**config.mk**
```make
export PLATFORM = sky130hd
export DESIGN_NAME = lp_escape_rx_ctrl
export DESIGN_NICKNAME = d
export VERILOG_FILES = /design/src/rtl/cphy_lp_pkg.sv /design/src/rtl/lp_glitch_filter.sv /design/src/rtl/lp_escape_rx_ctrl.sv
export SDC_FILE = /design/constraint.sdc
export NUM_CORES = 1
export LEC_CHECK = 0
export BUFFER_PORTS_ARGS = -buffer_cell sky130_fd_sc_hd__clkbuf_2
export CORE_AREA = 2 2 86 88
export DETAILED_ROUTE_END_ITERATION = 16
export DIE_AREA = 0 0 88 90
export GPL_ROUTABILITY_DRIVEN = 0
export GPL_TIMING_DRIVEN = 0
export PLACE_DENSITY = 0.56
export RECOVER_POWER = 25
export SKIP_LAST_GASP = 1
export SYNTH_ARGS = -nofsm -noshare
export SYNTH_HDL_FRONTEND = slang
export SYNTH_SLANG_ARGS = --single-unit
```
**constraint.sdc**
```tcl
create_clock -name clk -period 5.9 [get_ports clk]
set_clock_uncertainty 0.15 [all_clocks]
set_input_delay 0.295 -clock clk [delete_from_list [all_inputs] [get_ports clk]]
set_output_delay 0.295 -clock clk [all_outputs]
set_load 0.05 [all_outputs]
```
**src/rtl/cphy_lp_pkg.sv**
```systemverilog
// Shared definitions for the C-PHY LP escape receive path: FSM states, line levels, entry commands.
// Optional feature macro: LP_TRIGGER_EN (trigger command decode and the TRIG state).
package cphy_lp_pkg;

  typedef enum logic [3:0] {
    ST_STOP = 4'd0,
    ST_E1   = 4'd1,
    ST_E2   = 4'd2,
    ST_E3   = 4'd3,
    ST_CMD  = 4'd4,
    ST_LPDT = 4'd5,
    ST_ULPS = 4'd6,
`ifdef LP_TRIGGER_EN
    ST_TRIG = 4'd7,
`endif
    ST_ERRW = 4'd8
  } lp_state_e;

  // Line state is packed as {A,B,C}.
  localparam logic [2:0] LP_111 = 3'b111;
  localparam logic [2:0] LP_100 = 3'b100;
  localparam logic [2:0] LP_000 = 3'b000;
  localparam logic [2:0] LP_001 = 3'b001;

  localparam logic [7:0] CMD_ULPS       = 8'h1E;
  localparam logic [7:0] CMD_LPDT       = 8'hE1;
  localparam logic [7:0] CMD_TRIG_RESET = 8'h62;
  localparam logic [7:0] CMD_TRIG_UNK3  = 8'h5D;
  localparam logic [7:0] CMD_TRIG_UNK4  = 8'h21;
  localparam logic [7:0] CMD_TRIG_UNK5  = 8'hA0;

  function automatic logic is_illegal(input logic [2:0] f);
    return (f == 3'b010) || (f == 3'b011) || (f == 3'b101) || (f == 3'b110);
  endfunction

`ifdef LP_TRIGGER_EN
  // Returns {hit, code}.
  function automatic logic [2:0] trig_lookup(input logic [7:0] cmd);
    case (cmd)
      CMD_TRIG_RESET: return 3'b100;
      CMD_TRIG_UNK3:  return 3'b101;
      CMD_TRIG_UNK4:  return 3'b110;
      CMD_TRIG_UNK5:  return 3'b111;
      default:        return 3'b000;
    endcase
  endfunction
`endif

endpackage

```
**src/rtl/lp_glitch_filter.sv**
```systemverilog
// Stability filter on the 3-bit LP line state: output follows the input only after
// it has held a new value for FILT_CYC consecutive cycles. Resets to 111 (Stop).
module lp_glitch_filter
  import cphy_lp_pkg::*;
#(
  parameter int FILT_CYC = 2
) (
  input  logic       clk,
  input  logic       rst,
  input  logic [2:0] line,
  output logic [2:0] filt
);

  logic [2:0] cand;
  logic [3:0] cnt;

  always_ff @(posedge clk) begin
    if (rst) begin
      filt <= LP_111;
      cand <= LP_111;
      cnt  <= '0;
    end else if (line == filt) begin
      cnt <= '0;
    end else if (cnt == 4'd0 || line != cand) begin
      // First cycle of a new candidate value.
      cand <= line;
      if (FILT_CYC == 1) begin
        filt <= line;
        cnt  <= '0;
      end else begin
        cnt <= 4'd1;
      end
    end else if (cnt == 4'(FILT_CYC - 1)) begin
      filt <= line;
      cnt  <= '0;
    end else begin
      cnt <= cnt + 4'd1;
    end
  end

endmodule

```
**src/rtl/lp_escape_rx_ctrl.sv**
```systemverilog
// C-PHY slave-lane LP Escape Mode receiver: filters A/B/C, walks the entry sequence and
// decodes spaced-one-hot marks into command, LPDT bytes, ULPS or triggers (LP_TRIGGER_EN).
module lp_escape_rx_ctrl
  import cphy_lp_pkg::*;
#(
  parameter int FILT_CYC = 2
) (
  input  logic       clk,
  input  logic       rst,
  input  logic       lp_a,
  input  logic       lp_b,
  input  logic       lp_c,
  output logic       clk_rec_en,
  output logic       esc_active,
  output logic       lpdt_active,
  output logic       ulps_active,
  output logic [7:0] rx_data,
  output logic       rx_valid,
  output logic       trig_valid,
  output logic [1:0] trig_code,
  output logic       err_esc,
  output logic       err_sync,
  output logic [3:0] state_dbg
);

  lp_state_e  state, state_n;
  logic [2:0] f, f_prev;
  logic [7:0] shreg, sh_n;
  logic [2:0] bit_cnt, cnt_n;
  logic [7:0] rx_data_n;
  logic       rx_valid_n, err_esc_n, err_sync_n;
  logic       mark, bit_val;
  logic [7:0] byte_msb, byte_lsb;

  lp_glitch_filter #(.FILT_CYC(FILT_CYC)) u_filt (
    .clk  (clk),
    .rst  (rst),
    .line ({lp_a, lp_b, lp_c}),
    .filt (f)
  );

  // A mark is a transition out of the 000 space; 100 carries a 1, 001 a 0.
  assign mark     = (f != f_prev) && (f_prev == LP_000) && ((f == LP_100) || (f == LP_001));
  assign bit_val  = (f == LP_100);
  assign byte_msb = {shreg[6:0], bit_val};
  assign byte_lsb = {bit_val, shreg[7:1]};

`ifdef LP_TRIGGER_EN
  logic       trig_valid_q, trig_valid_n;
  logic [1:0] trig_code_q, trig_code_n;
  logic [2:0] tl;
  assign tl         = trig_lookup(byte_msb);
  assign trig_valid = trig_valid_q;
  assign trig_code  = trig_code_q;
  assign clk_rec_en = (state == ST_CMD) || (state == ST_LPDT) || (state == ST_TRIG);
`else
  assign trig_valid = 1'b0;
  assign trig_code  = 2'b00;
  assign clk_rec_en = (state == ST_CMD) || (state == ST_LPDT);
`endif

  assign esc_active  = (state != ST_STOP) && (state != ST_E1) && (state != ST_E2) && (state != ST_E3);
  assign lpdt_active = (state == ST_LPDT);
  assign ulps_active = (state == ST_ULPS);
  assign state_dbg   = state;

  always_ff @(posedge clk) begin
    if (rst) begin
      state    <= ST_STOP;
      f_prev   <= LP_111;
      shreg    <= '0;
      bit_cnt  <= '0;
      rx_data  <= '0;
      rx_valid <= 1'b0;
      err_esc  <= 1'b0;
      err_sync <= 1'b0;
`ifdef LP_TRIGGER_EN
      trig_valid_q <= 1'b0;
      trig_code_q  <= 2'b00;
`endif
    end else begin
      state    <= state_n;
      f_prev   <= f;
      shreg    <= sh_n;
      bit_cnt  <= cnt_n;
      rx_data  <= rx_data_n;
      rx_valid <= rx_valid_n;
      err_esc  <= err_esc_n;
      err_sync <= err_sync_n;
`ifdef LP_TRIGGER_EN
      trig_valid_q <= trig_valid_n;
      trig_code_q  <= trig_code_n;
`endif
    end
  end

  always_comb begin
    state_n    = state;
    sh_n       = shreg;
    cnt_n      = bit_cnt;
    rx_data_n  = rx_data;
    rx_valid_n = 1'b0;
    err_esc_n  = 1'b0;
    err_sync_n = 1'b0;
`ifdef LP_TRIGGER_EN
    trig_valid_n = 1'b0;
    trig_code_n  = trig_code_q;
`endif
    case (state)
      ST_STOP: begin
        cnt_n = '0;
        if (f == LP_100) state_n = ST_E1;
      end
      ST_E1: begin
        if (f == LP_000) state_n = ST_E2;
        else if (f != LP_100) state_n = ST_STOP;
      end
      ST_E2: begin
        if (f == LP_001) state_n = ST_E3;
        else if (f != LP_000) state_n = ST_STOP;
      end
      ST_E3: begin
        if (f == LP_000) begin
          state_n = ST_CMD;
          cnt_n   = '0;
        end else if (f != LP_001) begin
          state_n = ST_STOP;
        end
      end
      ST_CMD: begin
        if (is_illegal(f)) begin
          err_sync_n = 1'b1;
          state_n    = ST_ERRW;
        end else if (mark) begin
          sh_n  = byte_msb;
          cnt_n = bit_cnt + 3'd1;
          if (bit_cnt == 3'd7) begin
            if (byte_msb == CMD_ULPS) begin
              state_n = ST_ULPS;
            end else if (byte_msb == CMD_LPDT) begin
              state_n = ST_LPDT;
`ifdef LP_TRIGGER_EN
            end else if (tl[2]) begin
              trig_valid_n = 1'b1;
              trig_code_n  = tl[1:0];
              state_n      = ST_TRIG;
`endif
            end else begin
              err_esc_n = 1'b1;
              state_n   = ST_ERRW;
            end
          end
        end
      end
      ST_LPDT: begin
        if (is_illegal(f)) begin
          err_sync_n = 1'b1;
          state_n    = ST_ERRW;
        end else if (mark) begin
          sh_n  = byte_lsb;
          cnt_n = bit_cnt + 3'd1;
          if (bit_cnt == 3'd7) begin
            rx_data_n  = byte_lsb;
            rx_valid_n = 1'b1;
          end
        end
      end
`ifdef LP_TRIGGER_EN
      ST_TRIG: begin
        if (is_illegal(f)) begin
          err_sync_n = 1'b1;
          state_n    = ST_ERRW;
        end
      end
`endif
      default: ;
    endcase
    // Stop aborts everything; a partially shifted byte is flagged as a sync error.
    if (state != ST_STOP && f == LP_111) begin
      state_n    = ST_STOP;
      cnt_n      = '0;
      err_sync_n = ((state == ST_CMD) || (state == ST_LPDT)) && (bit_cnt != 3'd0);
    end
  end

endmodule
```
Word-level counts from Yosys, hierarchy flattened. Cells that the tools add are included.

Register bits: 39. Input port bits: 5. Output and inout bits: 22. Word-level logic and storage cells: 125.

$add $sub $neg: 2. Equal/unequal tests: 39. Multiplexer cells: 30. Bitwise logic cells: 7. Reductions and logical operators: 35.

Operators by type and width (count): $mux 4 (13); $mux 8 (4); $pmux 4 s6 (1); $ne 3x3->1 const B (6); $pmux 8 s2 (1); $eq 3x3->1 const B (5); $eq 4x3->1 const B (3); $ne 2x2->1 const B (6); $mux 3 (3); $pmux 3 s3 (1); $reduce_bool 3->1 (3); $eq 4x1->1 const B (2); $eq 4x2->1 const B (2); $eq 8x5->1 const B (1); $eq 8x8->1 const B (1); $logic_not 4->1 (2); $ne 4x2->1 const B (2); $reduce_and 4->1 (2); $reduce_and 8->1 (1); $reduce_or 4->1 (2); $logic_and 1x1->1 (7); $mux 1 (7); $not 1->1 (7); $eq 3x2->1 const B (2); other kinds (18) (29).

Depth between registers and ports, before layout.
Word-level depth: 8. Mapped depth: 8. Gate-level depth less buffers: 7.

By module. Synthesis repeated with hierarchy kept, for this count alone.

Cells, all modules: 248. Area, all modules: 2088.3 um^2.

By module, submodules not included: lp_escape_rx_ctrl (times used 1, cells each 194, area an instance 1554.0 um^2, sequential area each 580.6 um^2); lp_glitch_filter (times used 1, cells each 54, area an instance 534.3 um^2, sequential area each 200.2 um^2).

Worst setup path after synthesis. Ideal clock, no wire load.

Kind: register to output. Start: register state[1], in the netlist state_dbg[1]. End: output port ulps_active. Arrival time: 2.293 ns. Required time: 5.455 ns. Slack: 3.162 ns. Cell stages (with the launch flop): 4. Path buffers: 1. Cell sequence: dfxtp_1 > clkbuf_1 > and2_1 > nor3b_1.

Cells in the longest elaborated chain, start to end: 1.

RTL lines: from (decl) (line lp_escape_rx_ctrl.sv:26) `lp_state_e state, state_n;`; from (signal assigned) (line lp_escape_rx_ctrl.sv:82) `state <= state_n;`; $eq 4x3->1 (line lp_escape_rx_ctrl.sv:64) `assign ulps_active = (state == ST_ULPS);`; to (decl) (line lp_escape_rx_ctrl.sv:16) `output logic ulps_active,`.

Every way passes these cells.

Final worst setup path.
Start: register state[2], in the netlist state_dbg[2]. End: output port lpdt_active.

Cells in the longest elaborated chain, start to end: 1.

RTL lines: $eq 4x3->1 (line lp_escape_rx_ctrl.sv:63) `assign lpdt_active = (state == ST_LPDT);`; to (decl) (line lp_escape_rx_ctrl.sv:15) `output logic lpdt_active,`.

Every way passes these cells.

==> results.yml <==
setup_path:
  slowest_delay_ps: 330
  crit_slowest_cell: "dfxtp_1"
  crit_required_ps: 5450
  cp_num_buf_inv: 4
  cp_top_family: "buffers and inverters"
  criticalPathCategory: "reg -> out"
  cp_max_fo: 10
  crit_path_cell_trace: "clkbuf_1 -> nand2_1 -> inv_2 -> and2_1 -> buf_2 -> clkbuf_2"
  start_kind: "flop"
  cp-end-kind: "output pin"
  worstPathArrival_ps: 1990
placed_design:
  hpwl_um: 3240
  io_buffers: 23
  dpl_cell_area_mm2: 0.00227
  place_ws_ps: 3530
global_routing:
  grt_use_total_pct: 11.7
  grt_pass1_wl_um: 7430
  antenna_found_initial: 0
  gr-total-overflow: 0
  grt_max_degree: 13
  grt_pass1_vias: 1551
drt:
  via_per_inst: 4.61
  drt_wl_total_um: 4480
  drtAntennaViolNets: 0
  drc: 0
  wire_per_inst_um: 12.2
  drt_first_pass_iters: 4
  num_vias: 1692
  drt_iter0_drc: 153
final_layout:
  nNetsFinal: 278
  antenna_cells: 0
  fin_area_mm2: 0.00234
  area.sequential_um2: 781
  multiInputGateArea_mm2: 0.00111
  area_delta_synth_final_pct: 15.3
  nFillCells: 752
  drive_gt1_share_pct: 12.3
outcome:
  status: "finished, final reports clean"
yosys:
  synth_top_area_share_pct: 38.5
  ys_warn_count: 0
  ys_seq_area_share_pct: 38.5
  ys_ff_latch: 39
  synth.distinct_cells: 48
  synthCells: 235
  synth_top_area_cell: "dfxtp_1"
  avgSynthCellArea_um2: 8.63
  synth_edf_count: 0
  async_flop_share_pct: 0
  ys_top_cells_by_area: "dfxtp_1, mux2i_1, nor2_1"
  synthFlopType: "dfxtp_1"
  syn_area_mm2: 0.00203
flow_run:
  maxCapViolCount: 0
timing:
  slew_headroom_pct: 54.9
  max_freq_mhz: 410
  tns_ps: 0
  worst_slew_pin_slew_ps: 660
  rsz0062_at_grt: "false"
  period_needed_ps: 2440
  finalSetupViolations: 0
  setup_ws_ps: 3460
  min_period_over_period_pct: 41.3
  drv_slew: 0
  hold_viol: 0
floorplanning:
  rows: 31
  coreArea_mm2: 0.00702
  start_util_pct: 28.9
  fp.dieH_um: 90
  io_pins: 27
  die_x_um: 88
  fp.dieArea_mm2: 0.00792
pwr:
  power.share.clock_pct: 35.9
  leakagePower_nw: 0.945
  power.density_mw_per_mm2: 213
  ir_drop_v: 0.0000916
  power_switching_mw: 0.132
  swShare_pct: 26.5
  internal-power_mw: 0.367
  p_comb_share_pct: 10.0
  p_seq_share_pct: 54.0
clock_network:
  cts_buffer_depth: 2
  clk_pin_slew_ps: 80
  cts_resized: 0
  clock-sinks: 39
  postCtsSetupRepairBufs: 0
  ctsRootBufferMaster: "clkbuf_8"
  cts_buffers: 5
  insertion_delay_ps: 290
  cts-htree-levels: 2
  cts_tree: "built"
  cts_hold_buf: 0
min_path:
  min_path_type: "in -> reg"
==> registers in the layout, summed over array words and instances (netlist names) <==
signal / flops
u_filt.filt: 3
f_prev: 3
u_filt.cnt: 4
bit_cnt: 3
shreg: 8
rx_data: 8
state_dbg: 4
rx_valid: 1
u_filt.cand: 3
err_sync: 1
err_esc: 1
==> metal layers <==
| metal | track usage, % | vias up | wire length (um) |
|---|---|---|---|
| met1 | 15.2 | 769 | 2110 |
| met4 | 4.23 | 0 | 62 |
| met3 | 3.21 | 6 | 242 |
| met5 | 0 | - | 0 |
| met2 | 18.4 | 33 | 2060 |
| li1 | - | 884 | - |
==> cell usage in the layout (no fill, tap or decap), drive strengths merged, types with 2 or more instances in the layout <==
cell type,instances
a211oi,10
nor3b,4
nor3,4
or4,2
nand3b,3
conb,3
clkbuf,42
nand3,7
ha,6
nand2,10
a31oi,2
inv,15
nor2,41
and2,4
dfxtp,39
xor2,4
o32ai,2
xnor2,6
nand4,3
a22oi,3
mux2i,17
a21oi,4
a211o,7
buf,5
and3,2
nor4,2
or2,3
==> cells in the mapped netlist (2+ instances only) <==
cell type,count
mux2i_1,17
a31oi_1,2
a21oi_1,4
nor3_1,4
o32ai_1,2
inv_1,14
dfxtp_1,39
nand3b_1,3
nor2_1,41
buf_4,3
nor3b_1,4
nand3_1,7
nand2_1,10
xnor2_1,6
and3_1,2
nand4_1,3
or2_2,3
a22oi_1,3
and2_1,4
a211oi_1,10
ha_1,6
buf_2,2
xor2_1,4
a211o_1,7
nor4_1,2
clkbuf_1,11
==> cell families after synthesis <==
group                      count (synthesis)  synth area share (%)
xor gates and xnor gates                  10                  4.32
other                                      1                 0.185
AOI/OAI and AO/OA                         40                  15.9
adders and majority gates                  6                  3.70
and+or+nand+nor                           89                  21.9
buffers and inverters                     33                  7.16
muxes                                     17                  8.39
DFF                                       39                  38.5
==> final timing paths <==
path	startpoint	to	slack, ps	cells past startpoint
hold / removal	lp_a	u_filt.cand[2]	130	2
hold reg to reg	rx_data[3]	rx_data[3]	350	2
setup / recovery	state_dbg[2]	lpdt_active	3460	6
setup reg to reg	state_dbg[2]	shreg[4]	3500	8
==> power by group through the flow <==
stage               combinational, mW  sequential (mW)  clock, mW
floorplan                      0.0366            0.278          0
global placement               0.0502            0.276          0
detailed placement             0.0503            0.276          0
CTS                            0.0505            0.270      0.184
global route                   0.0558            0.270      0.194
finish                         0.0500            0.270      0.179
==> cell type report <==
type / instances / share of cell area [%]
plain buffers: 18 / 3.48
clock buffers: 6 / 3.10
clock inverters: 2 / 0.535
inverters: 15 / 2.41
multi-input cells: 165 / 47.5
flip-flops and latches: 39 / 33.4
well taps: 99 / 5.30
repair buffers: 23 / 4.33
==> per-stage QoR <==
step	power, mW	cells	hold WS (ps)	utilization, %
after floorplan	0.315	237	263	-
after global placement	0.326	359	331	32.4
after detailed placement	0.326	359	337	32.4
after CTS	0.505	367	128	33.6
after global routing	0.520	367	138	33.3
final	0.499	367	134	33.3
No activity file was read; power rests on OpenSTA's default activity.
